## src/rtl/mem_arb_pkg.sv

```systemverilog
// Shared types and constants for the unified instruction/data memory arbiter.
//   owner_e   : which port owns the response returning this cycle
//   rsp_tag_t : registered response tag {owner, is_read, err}
//   BAD_INSTR / DATA_ERR_RDATA : read data returned for out-of-range accesses
package mem_arb_pkg;

  typedef enum logic [1:0] {
    OWN_NONE = 2'd0,
    OWN_I    = 2'd1,
    OWN_D    = 2'd2
  } owner_e;

  typedef struct packed {
    owner_e owner;
    logic   is_read;
    logic   err;
  } rsp_tag_t;

  localparam logic [31:0] BAD_INSTR      = 32'hdeadbeef;
  localparam logic [31:0] DATA_ERR_RDATA = 32'h0;

endpackage

```

## src/rtl/arb_starve_ctr.sv

```systemverilog
// Priority decision between fetch and data with a starvation guard.
// Data wins conflicts until fetch has been denied STARVE_LIMIT cycles in a
// row; then fetch wins once and the wait count clears.
//   clk, rst       : clock, synchronous active-high reset
//   i_req, d_req   : fetch / data requests
//   sel_i, sel_d   : one-hot (or zero) grant selects, combinational
module arb_starve_ctr #(
  parameter int STARVE_LIMIT = 4
) (
  input  logic clk,
  input  logic rst,
  input  logic i_req,
  input  logic d_req,
  output logic sel_i,
  output logic sel_d
);

  localparam logic [3:0] LIMIT = 4'(STARVE_LIMIT);

  logic [3:0] wait_cnt_q, wait_cnt_d;

  assign sel_i = !rst && i_req && (!d_req || (wait_cnt_q == LIMIT));
  assign sel_d = !rst && d_req && !sel_i;

  // Counts consecutive denied fetch cycles; saturates at LIMIT so the
  // compare above stays exact.
  always_comb begin
    wait_cnt_d = wait_cnt_q;
    if (!i_req || sel_i) begin
      wait_cnt_d = 4'd0;
    end else if (wait_cnt_q != LIMIT) begin
      wait_cnt_d = wait_cnt_q + 4'd1;
    end
  end

  always_ff @(posedge clk) begin
    if (rst) begin
      wait_cnt_q <= 4'd0;
    end else begin
      wait_cnt_q <= wait_cnt_d;
    end
  end

endmodule

```

## src/rtl/unified_mem_arbiter.sv

```systemverilog
// Shares one single-port synchronous SRAM (1-cycle read latency) between the
// CPU fetch port and data port. One access per cycle, response one cycle
// after grant, out-of-range accesses flagged and kept off the SRAM.
//   clk, rst                     : clock, synchronous active-high reset
//   i_req/i_addr -> i_gnt        : fetch request (read only), byte address
//   i_rvalid/i_rdata/i_err       : fetch response
//   d_req/d_addr/d_wen/d_wdata   : data request, d_wen==0 means read
//   d_gnt, d_rvalid/d_rdata/d_err: data grant and response
//   m_en/m_addr/m_wen/m_wdata    : SRAM drive; m_rdata returns next cycle
//   conflict_cnt                 : saturating count of i_req && d_req cycles
module unified_mem_arbiter
  import mem_arb_pkg::*;
#(
  parameter int MEM_WORDS    = 1024,
  parameter int ADDR_W       = 10,
  parameter int STARVE_LIMIT = 4,
  parameter int CNT_W        = 16
) (
  input  logic              clk,
  input  logic              rst,
  input  logic              i_req,
  input  logic [31:0]       i_addr,
  output logic              i_gnt,
  output logic              i_rvalid,
  output logic [31:0]       i_rdata,
  output logic              i_err,
  input  logic              d_req,
  input  logic [31:0]       d_addr,
  input  logic [3:0]        d_wen,
  input  logic [31:0]       d_wdata,
  output logic              d_gnt,
  output logic              d_rvalid,
  output logic [31:0]       d_rdata,
  output logic              d_err,
  output logic              m_en,
  output logic [ADDR_W-1:0] m_addr,
  output logic [3:0]        m_wen,
  output logic [31:0]       m_wdata,
  input  logic [31:0]       m_rdata,
  output logic [CNT_W-1:0]  conflict_cnt
);

  localparam logic [31:0] MEM_BYTES = 32'(4 * MEM_WORDS);

  logic        sel_i, sel_d;
  logic [31:0] acc_addr;
  logic        acc_err;
  rsp_tag_t    tag_q, tag_d;
  logic [CNT_W-1:0] cnt_q, cnt_d;

  arb_starve_ctr #(
    .STARVE_LIMIT(STARVE_LIMIT)
  ) u_arb (
    .clk  (clk),
    .rst  (rst),
    .i_req(i_req),
    .d_req(d_req),
    .sel_i(sel_i),
    .sel_d(sel_d)
  );

  assign i_gnt = sel_i;
  assign d_gnt = sel_d;

  // SRAM drive: out-of-range accesses are granted but never reach the SRAM.
  assign acc_addr = sel_i ? i_addr : d_addr;
  assign acc_err  = (acc_addr >= MEM_BYTES);
  assign m_en     = (sel_i || sel_d) && !acc_err;
  assign m_addr   = acc_addr[ADDR_W+1:2];
  assign m_wen    = (sel_d && !acc_err) ? d_wen : 4'b0000;
  assign m_wdata  = d_wdata;

  always_comb begin
    tag_d = '{owner: OWN_NONE, is_read: 1'b0, err: 1'b0};
    if (sel_i) begin
      tag_d = '{owner: OWN_I, is_read: 1'b1, err: acc_err};
    end else if (sel_d) begin
      tag_d = '{owner: OWN_D, is_read: (d_wen == 4'b0000), err: acc_err};
    end
  end

  always_comb begin
    cnt_d = cnt_q;
    if (i_req && d_req && (cnt_q != {CNT_W{1'b1}})) begin
      cnt_d = cnt_q + CNT_W'(1);
    end
  end

  // Response stage: tag captured at grant, data muxed from m_rdata next cycle.
  always_ff @(posedge clk) begin
    if (rst) begin
      tag_q <= '{owner: OWN_NONE, is_read: 1'b0, err: 1'b0};
      cnt_q <= '0;
    end else begin
      tag_q <= tag_d;
      cnt_q <= cnt_d;
    end
  end

  assign i_rvalid = (tag_q.owner == OWN_I);
  assign i_err    = i_rvalid && tag_q.err;
  assign i_rdata  = !i_rvalid ? 32'h0 : (tag_q.err ? BAD_INSTR : m_rdata);

  assign d_rvalid = (tag_q.owner == OWN_D);
  assign d_err    = d_rvalid && tag_q.err;
  assign d_rdata  = !(d_rvalid && tag_q.is_read) ? 32'h0
                  : (tag_q.err ? DATA_ERR_RDATA : m_rdata);

  assign conflict_cnt = cnt_q;

endmodule

```

## config.mk

```make
export PLATFORM = sky130hd
export DESIGN_NAME = unified_mem_arbiter
export DESIGN_NICKNAME = d
export VERILOG_FILES = /design/src/rtl/mem_arb_pkg.sv /design/src/rtl/arb_starve_ctr.sv /design/src/rtl/unified_mem_arbiter.sv
export SDC_FILE = /design/constraint.sdc
export NUM_CORES = 1
export LEC_CHECK = 0
export CAP_MARGIN = 10
export CORE_AREA = 2 2 104 106
export CTS_BUF_LIST = sky130_fd_sc_hd__clkbuf_16
export CTS_CLUSTER_DIAMETER = 100
export DETAILED_ROUTE_END_ITERATION = 8
export DIE_AREA = 0 0 106 108
export PLACE_DENSITY = 0.68
export SKIP_CTS_REPAIR_TIMING = 1
export SLEW_MARGIN = 20
export SYNTH_ARGS = -nofsm -noshare
export SYNTH_HDL_FRONTEND = slang
export SYNTH_SLANG_ARGS = --single-unit
```

## constraint.sdc

```tcl
create_clock -name clk -period 2.9 [get_ports clk]
set_input_delay 0.58 -clock clk [delete_from_list [all_inputs] [get_ports clk]]
set_output_delay 0.58 -clock clk [all_outputs]
set_load 0.02 [all_outputs]
```

# Word-level counts from Yosys, hierarchy flattened
# Cells that the tools add are included.
[word_totals] latch_bits=0 word_cells=44 ff_bits=24 mem_bits_ro=0 out_inout_bits=133 ram_bits=0 n_memories=0 inputBits=136
[classes] n_addsub=2 reduce_logical=22 n_shift=0 n_mul=0 n_div=0 n_eq_ne=5 n_bitwise=0 mux=8 magnitude_cmp=1
[ops] cell="$mux W32" n=5
[ops] cell="$ge A32 B13 Y1 const B" n=1
[ops] cell="$add A16 B1 Y16 const B" n=1
[ops] cell="$ne A16 B16 Y1 const B" n=1
[ops] cell="$logic_and A1 B1 Y1" n=11
[ops] cell="$mux W4" n=2
[ops] cell="$logic_not A1 Y1" n=5
[ops] cell="$add A4 B1 Y4 const B" n=1
[ops] cell="$eq A4 B3 Y1 const B" n=1
[ops] cell="$logic_not A4 Y1" n=1
[ops] cell="$ne A4 B3 Y1 const B" n=1
[ops] cell="$reduce_or A2 Y1" n=2
[ops] cell="$logic_or A1 B1 Y1" n=3
[ops] cell="$mux W3" n=1
[ops] cell="$eq A2 B1 Y1 const B" n=1
[ops] cell="$eq A2 B2 Y1 const B" n=1

# Logic depth before layout (Yosys ltp)
[depth] word_depth=8 mapped_depth=7 depth_no_buf=6

# Modules after synthesis
# A second synthesis with hierarchy kept.
[unflattened] cells_unflattened=302 area_unflattened_um2=2207.1
[modules_own_cells] module="unified_mem_arbiter" cells_per_inst=280 n_inst=1 area_each_um2=1979.4 seq_area_each_um2=400.4
[modules_own_cells] module="arb_starve_ctr" cells_per_inst=22 n_inst=1 area_each_um2=227.7 seq_area_each_um2=80.1

# Least setup slack after synthesis
# Ideal clock, no wire load.
[synth_timing] path_kind="input to output" start="in rst" end="out m_en" arrival_ps=1798 cell_stages=5 required_ps=2320 n_path_buf=1 slack_ps=522 path_cell_list="nand2b_1 > a21oi_1 > buf_2 > nand4_1 > a21oi_1"
[synth_via] elab_chain_cells=7 word_cells_on_any_way=11 classes_between="order compare: 1; mux: 1; reduce/logical: 9"
[synth_rtl] item="start: declaration" line_no="unified_mem_arbiter.sv:20" source="input logic rst,"
[synth_rtl] item="$logic_not A1 Y1 (*)" line_no="arb_starve_ctr.sv:22" source="assign sel_i = !rst && i_req && (!d_req || (wait_cnt_q == LIMIT));"
[synth_rtl] item="$logic_and A1 B1 Y1 (*) (2 in a row)" line_no="arb_starve_ctr.sv:22"
[synth_rtl] item="net i_gnt" line_no="unified_mem_arbiter.sv:23" source="output logic i_gnt,"
[synth_rtl] item="$mux W32 / $logic_not A1 Y1 (equally long branches)" line_no="unified_mem_arbiter.sv:66, arb_starve_ctr.sv:23"
[synth_rtl] item="$ge A32 B13 Y1 / $logic_and A1 B1 Y1 (equally long branches)" line_no="unified_mem_arbiter.sv:67, arb_starve_ctr.sv:23"
[synth_rtl] item="$logic_not A1 Y1 / $logic_or A1 B1 Y1 (equally long branches)" line_no="unified_mem_arbiter.sv:68" source="assign m_en = (sel_i || sel_d) && !acc_err;"
[synth_rtl] item="$logic_and A1 B1 Y1 (*)" line_no="unified_mem_arbiter.sv:68"
[synth_rtl] item="end: declaration" line_no="unified_mem_arbiter.sv:35" source="output logic m_en,"
# Mark *: on every way through the listed nets, which the timed path passes. The rest lies on a longest branch.

# Final worst setup path
[layout_timing] start="in d_addr[12]" end="out m_en"
[layout_via] elab_chain_cells=4
[layout_rtl] item="start: declaration" line_no="unified_mem_arbiter.sv:28" source="input logic [31:0] d_addr,"
[layout_rtl] item="$mux W32" line_no="unified_mem_arbiter.sv:66" source="assign acc_addr = sel_i ? i_addr : d_addr;"
[layout_rtl] item="$ge A32 B13 Y1" line_no="unified_mem_arbiter.sv:67" source="assign acc_err = (acc_addr >= MEM_BYTES);"
[layout_rtl] item="$logic_not A1 Y1" line_no="unified_mem_arbiter.sv:68"
[layout_rtl] item="$logic_and A1 B1 Y1" line_no="unified_mem_arbiter.sv:68"
# Every way passes these cells.

==> run summary <==
Initial Util: 21.4%
DRC violations left: 0
peak supply drop: 0.000164 V
Reg-to-Reg Start: conflict_cnt[0]$_SDFFE_PP0P_
core area: 10200 µm²
Post-synth top flop: dfxtp_1
post-route ant nets: 0
Post-synth EDFFs: 0
fin area: 4320 µm²
RD Place Congestion: 0.868
H-tree depth: 1
critical path type: primary input to output port
gr usage total: 19.2%
fmax: 352 MHz
Required @ worst endpoint: 2.32 ns
drt wl/cell: 18.7 µm
Worst Reg2Reg Path Length in Cells: 5
first drt pass iteration count: 4
number of vias in the routed layout: 2756
vias in the first global route: 2599
final WL: 11600 µm
reg-to-reg critical path endpoint: conflict_cnt[13]$_SDFFE_PP0P_
Setup crit end: m_en
area delta synth->final: 97.5%
CP startpoint kind: primary input
Async SR Flop Fraction: 0%
largest net degree at the start of global routing: 33
Setup-failing EPs final: 0
Clock Pin Slew Worst Setup and Hold Paths: 0.06 ns
crit path max fanout: 2
total power: 0.970 mW
Rel. slew slack: 57.3%
Die Area: 11400 µm²
Post-Syn Instances: 301
fin util: 42.2%
layout cells sized above 1: 10.6%
vias per cell: 4.46
global-route wire length before repair: 16200 µm
yosys warns: 0
crit path time final: 2.84 ns
Fin Hold WS: 0.474 ns
Fill cells: 1051
clk_lat worst skew: 0.26 ns
Clock Sinks: 24
min-delay worst type: register to register
CTS max path bufs: 2
root buffer cell: clkbuf_16
IO buf count: 200
leakage power: 1.67 nW
Post-Syn Area per Cell: 7.27 µm²
synthesized flop and latch total: 24
Synth Net Count: 440
Max-Cap Viols: 0
post-synth top area share: 22.0%
crit path capture type: output port
Slew Viols, Final: 0
Synth area leader: dfxtp_1
Die Y: 108 µm
initial antenna violation count: 10
Cell Area, Synth: 2190 µm²
CTS tree: done
final critical-path share of the clock period: 98.0%
DRT iter0 DRCs: 81
sequential area share after synthesis: 22.0%
PwrDens: 225 nW/µm²
placed instance area: 4150 µm²
Yosys cell types: 45
CP Data Arrival Time: 2.26 ns
Setup crit start: d_addr[12]
r2r setup slk: 1.05 ns
Tightest Pin Transition: 0.634 ns
Die Wd: 106 µm
top cells by area, synth: dfxtp_1 (22%), and2_1 (13%), buf_4 (11%)
GRT overflow: 0
final-report hold violation count: 0
Worst Skew: 0.00342 ns
Core Rows: 37
I/O pin count: 269
CTS Buf Count: 3
outcome: finished clean
# nets final: 613
DP Wirelength: 10300 µm
report_power, final:
part,switching (mW),leakage [nW],total [mW],internal (mW)
Clock,0.118,0.0386,0.303,0.184
Sequential,0.00338,0.195,0.338,0.335
Combinational,0.128,1.44,0.329,0.202
Total,0.249,1.67,0.970,0.721
state kept, by name, summed over array words and instances (netlist names):
| name | cells |
|---|---|
| tag_q | 4 |
| u_arb.wait_cnt_q | 4 |
| conflict_cnt | 16 |
routing by layer:
metal / wire length, µm / global-route usage [%] / up-vias
met4: 61 / 1.97 / 2
met3: 2880 / 22.0 / 14
met5: 13 / 0 / -
li1: - / - / 1353
met1: 3790 / 18.2 / 1238
met2: 4830 / 28.6 / 149
worst min path at each step:
stage / start / to / slack (ns) / cells past startpoint
after floorplan: u_arb.wait_cnt_q[0]$_SDFFE_PP0N_ / u_arb.wait_cnt_q[0]$_SDFFE_PP0N_ / 0.43 / 1
after global placement: u_arb.wait_cnt_q[0]$_SDFFE_PP0N_ / u_arb.wait_cnt_q[0]$_SDFFE_PP0N_ / 0.44 / 1
after detailed placement: u_arb.wait_cnt_q[0]$_SDFFE_PP0N_ / u_arb.wait_cnt_q[0]$_SDFFE_PP0N_ / 0.46 / 1
after CTS: u_arb.wait_cnt_q[0]$_SDFFE_PP0N_ / u_arb.wait_cnt_q[0]$_SDFFE_PP0N_ / 0.48 / 1
after global routing: u_arb.wait_cnt_q[0]$_SDFFE_PP0N_ / u_arb.wait_cnt_q[0]$_SDFFE_PP0N_ / 0.51 / 1
final: u_arb.wait_cnt_q[0]$_SDFFE_PP0N_ / u_arb.wait_cnt_q[0]$_SDFFE_PP0N_ / 0.47 / 1
through the flow:
stage	cells	setup WS, ns	setup TNS (ns)
2_1_floorplan	301	0.522	0
3_3_place_gp	605	-0.579	-6.35
3_5_place_dp	605	-0.541	-6.30
4_1_cts	609	-0.588	-6.56
5_1_grt	611	-0.0526	-0.0628
6_report	618	0.0574	0
cell usage after synthesis (3+ instances only):
cell / number
ha_1: 3
mux2_2: 14
nor2b_1: 6
buf_4: 32
o21ai_0: 3
o31ai_1: 6
a21oi_1: 14
clkbuf_1: 8
and2_1: 46
dfxtp_1: 24
nand4_1: 5
nand2_1: 5
or3_1: 4
nand2b_1: 4
nand3_1: 7
inv_1: 8
nor2_1: 60
buf_2: 3
nor4_1: 14
or4_1: 4
cell type report:
class,count,area [µm²],share of cell area (%)
clock inverters,1,3.75,0.0869
clock buffers,3,75.1,1.74
flip-flops and latches,24,480,11.1
inverters,8,30.0,0.695
diodes,9,22.5,0.521
multi-input cells,222,1410,32.6
well taps,136,170,3.94
repair buffers,215,2130,49.2
placed cells by master, fill, tap and decap left out, types with 2 or more instances in the layout:
cell type	instances
clkdlybuf4s50_1	183
nor2_1	60
and2_1	46
dfxtp_1	24
buf_4	15
mux2_2	14
a21oi_1	13
dlymetal6s2s_1	13
nor4_1	11
diode_2	9
inv_1	8
nor2b_1	6
nand3_1	6
o31ai_1	6
nand2_1	5
nand4_1	5
nand2b_1	4
or3_1	4
or4_1	4
clkbuf_2	4
nor4_2	3
o21ai_0	3
ha_1	3
clkbuf_16	3
and3b_1	2
o21bai_1	2
o41ai_1	2
nor4b_2	2
nor3_1	2
critical path: stages:
cell             delay (ns)
clkdlybuf4s50_1        0.44
nor4_2                 0.31
nand3_2                0.15
or3_1                  0.39
a21oi_1                0.15
dlymetal6s2s_1         0.25
kinds of logic after synthesis:
kind of cell	synth area share, %
xor+xnor	0.801
fa+ha+maj	1.72
simple gates	43.8
mux	7.21
compound gates	8.47
flops	22.0
buf+inv	16.0
No activity file was read; power rests on OpenSTA's default activity.
